`src/rtl/fir_stream_pkg.sv`:
```
// Shared types and defaults for the FIR sample streamer.
package fir_stream_pkg;

  localparam int SAMPLE_W         = 16;
  localparam int DEF_GAP          = 1;
  localparam int DEF_FLUSH_CYCLES = 10;

  typedef enum logic [2:0] {
    ST_IDLE  = 3'd0,
    ST_SEND  = 3'd1,
    ST_GAP   = 3'd2,
    ST_FLUSH = 3'd3,
    ST_DONE  = 3'd4
  } state_e;

endpackage

```
`src/rtl/fir_sample_mem.sv`:
```
// Sample buffer: one synchronous write port, one asynchronous read port.
module fir_sample_mem
  import fir_stream_pkg::*;
#(
  parameter int DW    = SAMPLE_W,
  parameter int DEPTH = 100,
  parameter int AW    = $clog2(DEPTH)
) (
  input  logic          clk,
  input  logic          we_i,
  input  logic [AW-1:0] waddr_i,
  input  logic [DW-1:0] wdata_i,
  input  logic [AW-1:0] raddr_i,
  output logic [DW-1:0] rdata_o
);

  localparam logic [AW:0] DEPTH_C = (AW+1)'(DEPTH);

  logic [DW-1:0] mem_q [DEPTH];

  // Write port; contents intentionally survive reset
  always_ff @(posedge clk) begin
    if (we_i && ({1'b0, waddr_i} < DEPTH_C)) begin
      mem_q[waddr_i] <= wdata_i;
    end
  end

  assign rdata_o = ({1'b0, raddr_i} < DEPTH_C) ? mem_q[raddr_i] : '0;

endmodule

```
`src/rtl/fir_sample_streamer.sv`:
```
// Streams a buffered block of samples to the FIR input as spaced
// single-cycle strobes, then flushes and pulses done.
module fir_sample_streamer
  import fir_stream_pkg::*;
#(
  parameter int DW           = SAMPLE_W,
  parameter int DEPTH        = 100,
  parameter int AW           = $clog2(DEPTH),
  parameter int GAP          = DEF_GAP,
  parameter int FLUSH_CYCLES = DEF_FLUSH_CYCLES
) (
  input  logic          clk,
  input  logic          rst,
  input  logic          wr_en,
  input  logic [AW-1:0] wr_addr,
  input  logic [DW-1:0] wr_data,
  input  logic          start,
  input  logic [AW:0]   count,
  input  logic          pause,
  output logic          data_valid,
  output logic [DW-1:0] x_out,
  output logic          busy,
  output logic          done
);

  localparam int GW = $clog2(GAP + 2);
  localparam int FW = $clog2(FLUSH_CYCLES + 2);
  localparam int GAP_LOAD_I   = (GAP > 0) ? GAP - 1 : 0;
  localparam int FLUSH_LOAD_I = (FLUSH_CYCLES > 0) ? FLUSH_CYCLES - 1 : 0;
  localparam logic [GW-1:0] GAP_LOAD   = GW'(GAP_LOAD_I);
  localparam logic [FW-1:0] FLUSH_LOAD = FW'(FLUSH_LOAD_I);
  localparam logic [AW:0]   DEPTH_C    = (AW+1)'(DEPTH);

  state_e        state_q;
  logic [AW:0]   idx_q;
  logic [AW:0]   count_q;
  logic [GW-1:0] gap_cnt_q;
  logic [FW-1:0] flush_cnt_q;
  logic          dv_q;
  logic [DW-1:0] x_q;
  logic          busy_q;
  logic          done_q;

  logic [AW:0]   count_d;
  logic          more_d;
  logic          mem_we_d;
  logic [DW-1:0] rd_data_d;

  // Requested length clamped to the buffer size; remaining-sample flag
  always_comb begin
    count_d = count;
    if (count > DEPTH_C) begin
      count_d = DEPTH_C;
    end else begin
      count_d = count;
    end
    more_d = (idx_q < count_q);
  end

  // Writes are only accepted while no stream is in flight
  assign mem_we_d = wr_en && ((state_q == ST_IDLE) || (state_q == ST_DONE));

  fir_sample_mem #(
    .DW    (DW),
    .DEPTH (DEPTH),
    .AW    (AW)
  ) u_mem (
    .clk     (clk),
    .we_i    (mem_we_d),
    .waddr_i (wr_addr),
    .wdata_i (wr_data),
    .raddr_i (idx_q[AW-1:0]),
    .rdata_o (rd_data_d)
  );

  // Streaming FSM with its index, gap and flush counters
  always_ff @(posedge clk) begin
    if (!rst) begin
      state_q     <= ST_IDLE;
      idx_q       <= '0;
      count_q     <= '0;
      gap_cnt_q   <= '0;
      flush_cnt_q <= '0;
      dv_q        <= 1'b0;
      x_q         <= '0;
      busy_q      <= 1'b0;
      done_q      <= 1'b0;
    end else begin
      dv_q   <= 1'b0;
      done_q <= 1'b0;
      case (state_q)
        ST_IDLE: begin
          idx_q <= '0;
          if (start) begin
            count_q <= count_d;
            if (count_d != '0) begin
              state_q <= ST_SEND;
              dv_q    <= 1'b1;
              x_q     <= rd_data_d;
              idx_q   <= (AW+1)'(1'b1);
              busy_q  <= 1'b1;
            end else begin
              state_q <= ST_DONE;
              done_q  <= 1'b1;
            end
          end
        end
        ST_SEND: begin
          if (more_d && (GAP == 0) && !pause) begin
            dv_q  <= 1'b1;
            x_q   <= rd_data_d;
            idx_q <= idx_q + (AW+1)'(1'b1);
          end else if (more_d || (GAP != 0)) begin
            // With GAP=0 a paused strobe waits here with the gap already spent
            state_q   <= ST_GAP;
            gap_cnt_q <= GAP_LOAD;
          end else begin
            state_q     <= ST_FLUSH;
            flush_cnt_q <= FLUSH_LOAD;
          end
        end
        ST_GAP: begin
          if (gap_cnt_q == '0) begin
            if (more_d) begin
              if (!pause) begin
                state_q <= ST_SEND;
                dv_q    <= 1'b1;
                x_q     <= rd_data_d;
                idx_q   <= idx_q + (AW+1)'(1'b1);
              end
            end else begin
              state_q     <= ST_FLUSH;
              flush_cnt_q <= FLUSH_LOAD;
            end
          end else begin
            gap_cnt_q <= gap_cnt_q - GW'(1'b1);
          end
        end
        ST_FLUSH: begin
          if (flush_cnt_q == '0) begin
            state_q <= ST_DONE;
            done_q  <= 1'b1;
            busy_q  <= 1'b0;
          end else begin
            flush_cnt_q <= flush_cnt_q - FW'(1'b1);
          end
        end
        ST_DONE: begin
          state_q <= ST_IDLE;
        end
        default: begin
          state_q <= ST_IDLE;
          busy_q  <= 1'b0;
        end
      endcase
    end
  end

  assign data_valid = dv_q;
  assign x_out      = x_q;
  assign busy       = busy_q;
  assign done       = done_q;

endmodule
```
`config.mk`:
```
export PLATFORM = sky130hd
export DESIGN_NAME = fir_sample_streamer
export DESIGN_NICKNAME = d
export VERILOG_FILES = /design/src/rtl/fir_stream_pkg.sv /design/src/rtl/fir_sample_mem.sv /design/src/rtl/fir_sample_streamer.sv
export SDC_FILE = /design/constraint.sdc
export NUM_CORES = 1
export LEC_CHECK = 0
export CAP_MARGIN = 20
export CORE_MARGIN = 2
export CORE_UTILIZATION = 35
export CTS_BUF_LIST = sky130_fd_sc_hd__clkbuf_16
export CTS_CLUSTER_DIAMETER = 120
export DETAILED_ROUTE_END_ITERATION = 8
export GPL_TIMING_DRIVEN = 0
export MAX_ROUTING_LAYER = met4
export PLACE_DENSITY = 0.53
export SLEW_MARGIN = 40
export SYNTH_ARGS = -nofsm -noshare
export SYNTH_HDL_FRONTEND = slang
export SYNTH_SLANG_ARGS = --single-unit
```
`constraint.sdc`:
```
create_clock -name clk -period 7.9 [get_ports clk]
set_input_delay 1.58 -clock clk [delete_from_list [all_inputs] [get_ports clk]]
set_output_delay 1.58 -clock clk [all_outputs]
set_load 0.01 [all_outputs]
```
---- Yosys cells after proc, flatten, opt, wreduce, memory -nomap -nowiden ----
Memories as Yosys holds them, arrays and structs flattened. A register that Yosys moved wholly into a read port is not among the register bits.
Cells that the tools add are included.
word-level totals
  register bits ........................... 44
  bits in writable memories ............... 1,600
  output and inout port bits .............. 19
  logic and storage cells ................. 95
  memories kept ........................... 1
cells by class
  $add $sub $neg .......................... 3
  magnitude comparators ................... 4
  equal/unequal tests ..................... 14
  multiplexer cells ....................... 45
  bitwise operators ....................... 1
  reduce and logical (&&, ||, !) cells .... 18
memory list
  name         depth  bits a word  rd ports  clocked after Yosys merged registers in  wr ports  line                  text
  u_mem.mem_q  100    16           1         1                                        1         fir_sample_mem.sv:19  logic [DW-1:0] mem_q [DEPTH];
operators by type and width
  cell                                                                  count
  16-bit two-way mux                                                    6
  8-bit two-way mux                                                     4
  16-bit case mux with 2 select lines                                   1
  3-bit two-way mux                                                     6
  2-bit != test, second input constant                                  8
  8-bit case mux with 2 select lines                                    1
  4-bit AND reduction                                                   4
  1-bit two-way mux                                                     15
  7-bit less-than comparator, second input constant                     2
  7-bit two-way mux                                                     2
  4-bit two-way mux                                                     3
  3-bit case mux with 4 select lines                                    1
  8-bit by 1-bit adder with 8-bit output, second input constant         1
  8-bit by 7-bit > comparator with 1-bit output, second input constant  1
  8-bit less-than comparator                                            1
  4-bit case mux with 2 select lines                                    1
  8-bit nonzero test                                                    1
  3-bit by 2-bit == test with 1-bit output, second input constant       2
  6-bit AND reduction                                                   1
  2-bit nonzero test                                                    3
  4-bit logical NOT                                                     1
  1-bit case mux with 2 select lines                                    2
  2-bit case mux with 2 select lines                                    1
  2-bit AND reduction                                                   2
  other kinds (14)                                                      15

---- Logic depth before layout (Yosys ltp) ----
  word-level depth ........................ 8
  gate-level depth with buffers ........... 10
  depth with buffers taken out ............ 8

---- Cells and area by module ----
From an unflattened synthesis, not the netlist that was laid out.
unflattened totals
  cells, all modules ...................... 3,140
  area, all modules ....................... 63,920.1 sq um
by module, submodules not included
  module               times used  cells an instance  area each (sq um)  seq. area each (sq um)
  fir_sample_mem       1           2,877              61,661.6           48,046.1
  fir_sample_streamer  1           263                2,258.4            880.8

---- Least setup slack after synthesis ----
OpenSTA, ideal clock, no wires.
  path type ............................... input-to-reg
  start ................................... input port wr_addr[2]
  end ..................................... memory u_mem.mem_q[31][0] in the netlist's numbering, enable pin
  setup time .............................. 0.388 ns
  data arrival time ....................... 3.267 ns
  path slack .............................. 4.245 ns
  stages .................................. 6
  buffers on the path ..................... 1
  cell sequence ........................... o311ai_0 -> nand3_1 -> nor2_1 -> nand3_1 -> clkbuf_1 -> nor2_1
on the way
  cells in the longest elaborated chain, start to end .. 4
ends and longest elaborated chain
  item                                     line                       text
  from (decl)                              fir_sample_streamer.sv:15  input logic [AW-1:0] wr_addr,
  7-bit less-than comparator               fir_sample_mem.sv:23       if (we_i && ({1'b0, waddr_i} < DEPTH_C)) begin
  1-bit logical AND                        fir_sample_mem.sv:23
  1-bit two-way mux                        fir_sample_mem.sv:23
  1-bit two-way mux (implied by the code)  fir_sample_mem.sv:24       mem_q[waddr_i] <= wdata_i;
  to (decl)                                fir_sample_mem.sv:19
Several ways; a longest one is shown, not always the timed one.

---- Worst setup path in the final report ----
  start ................................... input port wr_addr[3]
  end ..................................... memory u_mem.mem_q[16][13] in the netlist's numbering, enable pin
Same word-level chain as after synthesis.

==> metrics.txt <==
Critical Path Sink Type=flip-flop; met3 usage=approximately 3%; area share of fa/ha/maj cells after synthesis=less than 1%; Crit Reg-Reg Endpoint=x_out[13]; gr busiest metal=met2; GRT Overall Usage=19.9%; setup violators final=0; later-pin clock latency in the skew report=just over 800 ps; Lkg Pwr=22.5 nW; count of clock tree sinks=about 1,700; Cells after Synth=3,393; DR vias=~34,000; launch point of the critical path=wr_addr[3]; nets in the synthesized netlist=~3,400; Max H-tree Level=4; IO Pins=55; Port Buffer Count=54; Starting DRT DRC Count=3,515; floorplan die width=approximately 430 microns; wire length of the first global-routing pass=approximately 250 mm; Critical Path Source Type=input port; number of flops mapped to enable cells by yosys=approximately 1,600; Post-DRT Antenna Nets=0; final critical path time including I/O delays and setup=4640 ps; worst clock skew=between 20 and 25 ps; distinct cell type count of the synthesized netlist=70; CTS Buffer Depth=3; Pwr Total=0.0183 W; global-route met2 utilization=30.0%; starting density of the core=35.3%; fmax=0.216 GHz; Core Box Area=181,000 sq um; final setup TNS=0 ps; status=completed; Hold-fix buffers, CTS=0; fraction of the yosys area taken by sequential cells=76.7%; actual transition at the worst max-transition pin=924 ps; utilization of the core after routing=41.7%; antenna violations before repair=6; CTS-repair resized insts=0; worst slew slack as a fraction of its limit=37.8%; gpl congestion=0.987; largest net degree at the start of global routing=77; WP data arrival=slightly above 5000 ps; reg-to-reg setup timing slack=3790 ps; total power divided by cell area=242 nW/um^2; area of combinational cells with multiple inputs=14,800 sq um; TritonCTS clock tree=done; total congestion overflow=0; Chip Height=~430 microns; commonest register cell after synthesis=sky130_fd_sc_hd__edfxtp_1; detailed-route wire length per cell=approximately 29 microns; max-cap violation count=0; Rows=between 150 and 200; Worst EP required=8350 ps; clock slew seen by the registers of the worst setup and hold paths=60 ps; FF-to-FF path depth=8; Post-Syn Area per Cell=between 15 and 20 sq um; Seq. cell area=49,100 sq um; Mapped Area=64,000 sq um; share of cells above drive strength 1=20.4%; relative area change from synthesis to final layout=18.1%; commonest non-fill, non-tap cells in the layout=sky130_fd_sc_hd__edfxtp_1 (1,600), sky130_fd_sc_hd__mux2i_1 (450), sky130_fd_sc_hd__clkbuf_16 (172); area enclosed by the die boundary=186,000 sq um; async set-or-reset flop fraction in the synthesized netlist=0%; xor and xnor fraction of the mapped netlist area=0.0822%; Hold WC Path Type=reg -> reg; wirelength, routed=180 mm; HPWL after detailed placement=122 mm; root buffer cell=sky130_fd_sc_hd__clkbuf_16; Final Hold Vio Count=0; compound-cell area share of the yosys netlist=5.31%; main combinational cell family by area after synthesis=multiplexers; Post-CTS Setup Inserts=0; unrepaired setup endpoints after global routing=no; total of flip-flops plus latches after synthesis=~1,700; Via density=5.39; post-route DRC violation count=0; number of nets in the finished design=around 3,700; Final Cycle Share=58.7%; count of warnings emitted by yosys=0; count of final max-slew check failures=0; number of optimization iterations in the first detailed-route pass=5; worst-path maximum fanout=16; simple-gate share of the synthesized area=2.92%; vias in the first global route=33,200; largest vdd supply drop=between 150 and 200 uV; mux cell area share after synthesis=a little over an eighth; number of buffers created by CTS=170; commonest non-fill, non-tap cell in the layout=sky130_fd_sc_hd__edfxtp_1; met1 usage in global routing=27.3%; type of the worst setup path=in -> reg; capture point of the critical path=u_mem.mem_q[16][13]; Min Hold Slack=around 500 ps; number of fill cells in the layout=16,000
==> kinds of logic (layout without fill, tap and decap cells) <==
| group | Yosys count | count (layout) |
|---|---|---|
| other | 0 | 4 |
| XOR/XNOR | 6 | 6 |
| flip-flops | 1651 | 1651 |
| AND/OR/NAND/NOR | 398 | 398 |
| adder cells (fa/ha/maj) | 10 | 10 |
| multiplexers | 643 | 643 |
| AO/OA/AOI/OAI | 461 | 461 |
| buffers and inverters | 224 | 674 |
==> worst max-delay path, stage by stage <==
cell	delay, ps
sky130_fd_sc_hd__clkdlybuf4s50_1	660
sky130_fd_sc_hd__o311ai_0	470
sky130_fd_sc_hd__nand3_1	160
sky130_fd_sc_hd__nor2_1	250
sky130_fd_sc_hd__nand2_1	590
sky130_fd_sc_hd__clkbuf_2	690
sky130_fd_sc_hd__nor2_4	640
==> report_power, final <==
part	switching (W)	internal (W)	total, W
logic	0.000526	0.000262	0.000789
clock network	0.00343	0.00439	0.00782
registers	0.0000334	0.00963	0.00966
total	0.00399	0.0143	0.0183
==> per-layer routing <==
layer  up-vias  routed length [microns]
li1      14600                        -
met1     17600                    79500
met2      1171                    83600
met3       248                    10800
met4         0                     6560
met5         -                        0
==> cell usage after synthesis, types with 3 or more instances <==
cell type | instances | area [sq um]
sky130_fd_sc_hd__buf_1 | 27 | 101
sky130_fd_sc_hd__o22ai_1 | 130 | 813
sky130_fd_sc_hd__a21oi_1 | 41 | 205
sky130_fd_sc_hd__nor4_1 | 18 | 113
sky130_fd_sc_hd__nor2_1 | 156 | 586
sky130_fd_sc_hd__o21ai_0 | 59 | 295
sky130_fd_sc_hd__nand2_1 | 98 | 368
sky130_fd_sc_hd__ha_1 | 10 | 125
sky130_fd_sc_hd__a22oi_1 | 38 | 285
sky130_fd_sc_hd__a211oi_1 | 19 | 143
sky130_fd_sc_hd__nor3b_1 | 4 | 30.0
sky130_fd_sc_hd__a22o_1 | 16 | 140
sky130_fd_sc_hd__mux4_2 | 160 | 3600
sky130_fd_sc_hd__a221oi_1 | 69 | 604
sky130_fd_sc_hd__clkbuf_1 | 74 | 278
sky130_fd_sc_hd__buf_4 | 4 | 30.0
sky130_fd_sc_hd__nand3b_1 | 4 | 30.0
sky130_fd_sc_hd__nand2b_1 | 3 | 18.8
sky130_fd_sc_hd__mux2_2 | 33 | 372
sky130_fd_sc_hd__nor2b_1 | 32 | 200
sky130_fd_sc_hd__o2111ai_2 | 10 | 150
sky130_fd_sc_hd__edfxtp_1 | 1600 | 48000
sky130_fd_sc_hd__xnor2_1 | 6 | 52.6
sky130_fd_sc_hd__nand4_1 | 21 | 131
sky130_fd_sc_hd__a2111oi_2 | 3 | 45.0
sky130_fd_sc_hd__o2111ai_1 | 32 | 280
sky130_fd_sc_hd__nand3_1 | 31 | 155
sky130_fd_sc_hd__buf_2 | 82 | 410
sky130_fd_sc_hd__a2111oi_0 | 16 | 140
sky130_fd_sc_hd__mux2i_1 | 450 | 4500
sky130_fd_sc_hd__inv_1 | 34 | 128
sky130_fd_sc_hd__and2_1 | 8 | 50.1
sky130_fd_sc_hd__o31ai_1 | 4 | 30.0
sky130_fd_sc_hd__nand4b_1 | 3 | 26.3
sky130_fd_sc_hd__dfxtp_1 | 51 | 1020
sky130_fd_sc_hd__and3_1 | 3 | 18.8
==> metrics by stage <==
step | setup slack [ps] | std cells | area, sq um
after floorplan | 4240 | 3393 | 64000
after global placement | 1720 | 5817 | 67500
after detailed placement | 2510 | 5899 | 70100
after CTS | 3380 | 6213 | 75500
after global routing | 3270 | 6215 | 75500
final | 3260 | 6217 | 75500
==> sequential cells by signal, summed over array words and instances (netlist names), 2 cells and up, named ones only <==
name	cells
x_out	16
flush_cnt_q	4
state_q	3
idx_q	8
u_mem.mem_q	1600
gap_cnt_q	2
count_q	8
==> area by class of cell <==
cell class | count | share of cell area [%]
inverters | 35 | 0.174
well taps | 2370 | 3.93
repair buffers | 136 | 3.11
diodes | 4 | 0.0133
plain buffers | 189 | 1.14
clock inverters | 142 | 1.44
flip-flops and latches | 1651 | 65.0
clock buffers | 172 | 5.70
multi-input cells | 1518 | 19.6
==> how the worst min path moves through the flow <==
| stage | slack [ps] | from | endpoint | depth (start not counted) |
|---|---|---|---|---|
| 2_1_floorplan | 450 | count_q[7] | count_q[7] | 1 |
| 3_3_place_gp | 470 | count_q[7] | count_q[7] | 1 |
| 3_5_place_dp | 470 | count_q[7] | count_q[7] | 1 |
| 4_1_cts | 490 | count_q[7] | count_q[7] | 1 |
| 5_1_grt | 530 | count_q[7] | count_q[7] | 1 |
| 6_report | 490 | count_q[7] | count_q[7] | 1 |
Note: power is estimated with default switching activity, not from simulation.
